File: config.mk
export PLATFORM = sky130hd
export DESIGN_NAME = cpu_ctrl_fsm
export DESIGN_NICKNAME = d
export VERILOG_FILES = /design/src/rtl/cpu_ctrl_fsm.sv
export SDC_FILE = /design/constraint.sdc
export NUM_CORES = 1
export LEC_CHECK = 0
export ABC_AREA = 1
export ABC_CLOCK_PERIOD_IN_PS = 1640
export BUFFER_PORTS_ARGS = -buffer_cell sky130_fd_sc_hd__buf_2
export CORE_AREA = 2 2 39 41
export DETAILED_ROUTE_END_ITERATION = 10
export DIE_AREA = 0 0 41 43
export PLACE_DENSITY = 0.69
export SLEW_MARGIN = 10
export SYNTH_ARGS = -nofsm -noshare
export SYNTH_HDL_FRONTEND = slang
export SYNTH_SLANG_ARGS = --single-unit
File: constraint.sdc
create_clock -name clk -period 1.64 [get_ports clk]
set_input_delay 0.082 -clock clk [delete_from_list [all_inputs] [get_ports clk]]
set_output_delay 0.082 -clock clk [all_outputs]
set_load 0.01 [all_outputs]
File: src/rtl/cpu_ctrl_fsm.sv
// cpu_ctrl_fsm: Moore control sequencer for the register-file/ALU datapath, one micro-step per clock.
// Optional CPU_CTRL_ILLEGAL_EN adds a sticky err flag for unsupported encodings.
module cpu_ctrl_fsm #(
   parameter int STATE_W = 4
) (
   input  logic       clk,
   input  logic       reset_n,
   input  logic       s,
   input  logic [2:0] opcode,
   input  logic [1:0] op,
   output logic       w,
   output logic [2:0] nsel,
   output logic [1:0] vsel,
   output logic       loada,
   output logic       loadb,
   output logic       loadc,
   output logic       loads,
   output logic       asel,
   output logic       bsel,
`ifdef CPU_CTRL_ILLEGAL_EN
   output logic       write,
   output logic       err
`else
   output logic       write
`endif
);
   typedef enum logic [STATE_W-1:0] {WAIT, DECODE, GET_A, GET_B, ALU, WRITE_REG, WRITE_IMM} state_t;
   state_t state, nxt;
   logic [4:0] ins;
   logic movi, movr, mvn, add, cmp, andi;
   assign movi = ins == 5'b110_10;
   assign movr = ins == 5'b110_00;
   assign mvn  = ins == 5'b101_11;
   assign add  = ins == 5'b101_00;
   assign cmp  = ins == 5'b101_01;
   assign andi = ins == 5'b101_10;
   always_ff @(posedge clk or negedge reset_n)
      if (!reset_n) begin
         state <= WAIT;
         ins   <= '0;
      end else begin
         state <= nxt;
         if (state == WAIT && s) ins <= {opcode, op};
      end
`ifdef CPU_CTRL_ILLEGAL_EN
   always_ff @(posedge clk or negedge reset_n)
      if (!reset_n) err <= 1'b0;
      else if (state == WAIT && s) err <= 1'b0;
      else if (state == DECODE && nxt == WAIT) err <= 1'b1;
`endif
   always_comb begin
      nxt   = state;
      w     = 1'b0;
      nsel  = 3'b000;
      vsel  = 2'b00;
      loada = 1'b0;
      loadb = 1'b0;
      loadc = 1'b0;
      loads = 1'b0;
      asel  = 1'b0;
      bsel  = 1'b0;
      write = 1'b0;
      case (state)
         WAIT: begin
            w   = 1'b1;
            nxt = s ? DECODE : WAIT;
         end
         DECODE: nxt = movi ? WRITE_IMM : (movr || mvn) ? GET_B : (add || cmp || andi) ? GET_A : WAIT;
         GET_A: begin
            nsel  = 3'b100;
            loada = 1'b1;
            nxt   = GET_B;
         end
         GET_B: begin
            nsel  = 3'b001;
            loadb = 1'b1;
            nxt   = ALU;
         end
         ALU: begin
            asel  = movr || mvn;
            loadc = !cmp;
            loads = cmp;
            nxt   = cmp ? WAIT : WRITE_REG;
         end
         WRITE_REG: begin
            nsel  = 3'b010;
            write = 1'b1;
            nxt   = WAIT;
         end
         WRITE_IMM: begin
            nsel  = 3'b100;
            vsel  = 2'b10;
            write = 1'b1;
            nxt   = WAIT;
         end
         default: nxt = WAIT;
      endcase
   end
endmodule

Word level (Yosys, flattened, before mapping):

Index checks and enable logic that the tools add are counted.

* add/sub/neg operators: 0
* $mul: 0
* div/mod/pow operators: 0
* magnitude comparators: 0
* eq/ne operators: 12
* shift operators: 0
* multiplexer cells: 15
* bitwise operators: 0
* reduce and logical (&&, ||, !) cells: 8

Operators by type and width (count)
* 5-bit == test (second input constant): 6
* 3-bit case mux with 5 select lines: 1
* 4-bit by 3-bit == test with 1-bit output (second input constant): 3
* 3-bit case mux with 3 select lines: 1
* 4-bit by 2-bit == test with 1-bit output (second input constant): 2
* 1-bit 2-to-1 mux: 8
* 2-bit 2-to-1 mux: 3
* 3-bit 2-to-1 mux: 2
* 4-bit by 1-bit == test with 1-bit output (second input constant): 1
* 4-bit logical NOT: 1
* 2-bit OR reduction: 2
* 1-bit logical OR: 3
* 1-bit logical AND: 1
* 1-bit logical NOT: 1

* bits in registers: 9
* bits in latches: 0
* bits in writable memories: 0
* ROM bits: 0
* output and inout bits: 13
* word-level logic and storage cells: 37
* memories kept: 0

Depth between registers and ports, before layout:

* depth in word-level cells: 7
* depth in mapped cells: 7
* depth with buffers taken out: 7

Least setup slack after synthesis:

OpenSTA, ideal clock, no wires.

* path kind: reg2out
* start point: register state[1]
* end point: output asel
* arrival: 0.989 ns
* setup slack: 0.569 ns
* stages on the path, launching flop included: 6
* cell sequence: dfrtp_1 > nor2_1 > inv_1 > nor2_1 > inv_1 > a21oi_1

* cells in the longest elaborated chain, start to end: 2

Ends and longest elaborated chain
* start, declared: line 28 `state_t state, nxt;`
* start signal, assigned: line 42 `state <= nxt;`
* 4-bit by 3-bit == test with 1-bit output: line 63 `case (state)`
* 1-bit 2-to-1 mux: line 63
* end, declared: line 18 `output logic asel,`

No other way between the ends.

Worst setup path in the final report:

Same ends and word-level chain as after synthesis.

==> metrics.txt <==
Final Hold Viols 0; Max Freq between 600 and 700 MHz; total vias in the final route between 400 and 500; Sinks on Clock Net 8; metal1 wirelength 438 microns; nets a little over 100; Most used DFF post-synth dfrtp_1; htree depth 1; Yosys warning count 0; worst-skew pair later-pin latency 0.26 ns; final cell count without fillers about 110; clk_skew 0.00460 ns; Top Layer Used met4; global route overflow 0; met3 WL 61 microns; Detail Placement HPWL between 700 and 800 microns; I/O pin count 21; Area Growth Syn to Fin 24.7%; detailed-route wire length roughly 970 microns; Startpoint Class register; Cell Area, Synth 485 sq um; setup TNS 0 ns; Port-buffer cells 18; Crit path arrival time between 1 and 1.5 ns; clock buffers created by TritonCTS 3; post-route DRC violation count 0; Post-Syn Area per Cell roughly 6.7 sq um; placer congestion estimate around 0.75; Worst EP required about 1.6 ns; initial antenna violation count 0; post-synthesis cell count between 70 and 80; Design Area, Final approximately 610 sq um; sequential area share after synthesis 0.412; row count 14; Worst Reg-to-Reg Cells 4; DRT Pass-1 Iters 3; clock tree buffer depth 2; status complete, no violations; Hold WC Path Type in2reg; DP Cell Count 105; Die Span Y 43 microns; Post-CTS Setup Inserts 0; placed cell areas 573 sq um; final worst-path cycle share 0.895; final core utilization 0.438; routed length per instance about 8.9 microns; Reg clk slew, reported paths ~0.060 ns; metal2 WL approximately 450 microns; first-pass GRT wire length between 1.5 and 2 mm; ANT nets after route 0; Core Footprint between 1000 and 1500 sq um; share of layout cells above drive strength 1 0.237; Critical R2R Launch state[1]; Synth area leaders dfrtp_1, inv_1, nand2_1, nor2_1, a21oi_1; worst hold path cell count 3; CTS root buf clkbuf_4; worst vdd rail ir drop about 0.6 mV; worst hold path startpoint op[1]; Yosys top cell area share 0.412; crit path max fanout 5; synth cell count leaders inv_1, nand2_1, nor2_1, dfrtp_1, a21oi_1; final setup fails 0; CTS resizes 0; PwrDens around 1700 nW/um^2; number of DRC markers in iteration 0 7; unrepaired setup endpoints after global routing false; #FFs+latches synth 8; Pwr Total between 1000 and 1500 uW; ys async rst share 1.00; ANT cells 0; max-cap violations 0; Worst Setup End Kind output port; die area approximately 1800 sq um; WS Path Type reg2out; vias in the first global route ~400; largest net degree at the start of global routing 12; min Tclk post-route 1.47 ns; CTS tree done; Critical path origin state[1]; starting density of the core 0.351; Pins Over Slew Limit 0; P_leak a little under 0.0004 uW; Post-synth EDFFs 0; vias per std cell 4.56; leading area contributor after synthesis dfrtp_1; Unique masters post-synth 14; Die X between 40 and 50 microns; Total GRT Usage 0.136
## report_power, final
| group | internal (uW) | total [uW] | switching (uW) | leakage [uW] |
|---|---|---|---|---|
| Clock | 84.1 | 156 | 72.0 | 0.0000138 |
| Combinational | 177 | 482 | 305 | 0.000280 |
| Sequential | 290 | 371 | 81.5 | 0.0000965 |
| Total | 551 | 1010 | 458 | 0.000391 |
## cell type report
class                           count  area, sq um
Multi-Input combinational cell     48          206
Fill cell                         143          778
Timing Repair Buffer               19          100
Tap cell                           16         20.0
Clock buffer                        3         22.5
Sequential cell                     8          200
Inverter                           15         56.3
## worst paths after layout
kind / endpoint / slack, ns
max: asel / 0.17
min: ins[1] / 0.06
max reg2reg: ins[4] / 0.42
min reg2reg: ins[2] / 0.55
max in group asynchronous: ins[4] / 1.27
min in group asynchronous: ins[1] / 0.20
## metal layers
| layer | GRT usage | vias up |
|---|---|---|
| li1 | - | 259 |
| met1 | 0.136 | 215 |
| met2 | 0.216 | 19 |
| met3 | 0.0314 | 4 |
| met4 | 0.120 | 0 |
| met5 | 0 | - |
## logic make-up (layout without fill, tap and decap cells)
family | after synthesis | after routing | share of synthesized area
buffers and inverters | 18 | 37 | 0.170
AND/OR/NAND/NOR | 38 | 38 | 0.327
AO/OA/AOI/OAI | 8 | 8 | 0.0825
flip-flops | 8 | 8 | 0.412
other | 1 | 2 | 0.00772
## state kept, by name, indices dropped and copies added (netlist names)
| signal | cells |
|---|---|
| state | 3 |
| ins | 5 |
## stage by stage
| step | hold slack (ns) | setup slack, ns |
|---|---|---|
| 4_1_cts | 0.0517 | 0.166 |
| 5_1_grt | 0.0618 | 0.0408 |
| 2_1_floorplan | -0.214 | 0.569 |
| 3_3_place_gp | -0.0701 | 0.449 |
| 6_report | 0.0570 | 0.172 |
| 3_5_place_dp | -0.0651 | 0.401 |
## worst max-delay path, cell delays in order, from the launching register on
cell	delay [ns]
dfrtp_1	0.41
nor2_1	0.15
inv_1	0.07
nor2_1	0.16
inv_1	0.08
a21oi_1	0.12
buf_2	0.14
## placed cells by master, fill, tap and decap left out
cell,netlist,layout
a21oi_1,5,5
buf_2,0,18
clkbuf_4,0,3
conb_1,1,2
dfrtp_1,8,8
dlygate4sd3_1,0,1
inv_1,15,15
nand2_1,15,15
nand3_1,4,4
nand3b_1,1,1
nor2_1,13,13
nor3_1,4,4
o21ai_0,1,1
o21ai_1,2,2
or2_2,1,1
## repair_timing
item | in CTS | in global routing
endpoints found under the hold margin | 8 | 0
hold buffers | 1 | 0
endpoints found under the setup margin | 0 | 0
Note: power is estimated with default switching activity, not from simulation.
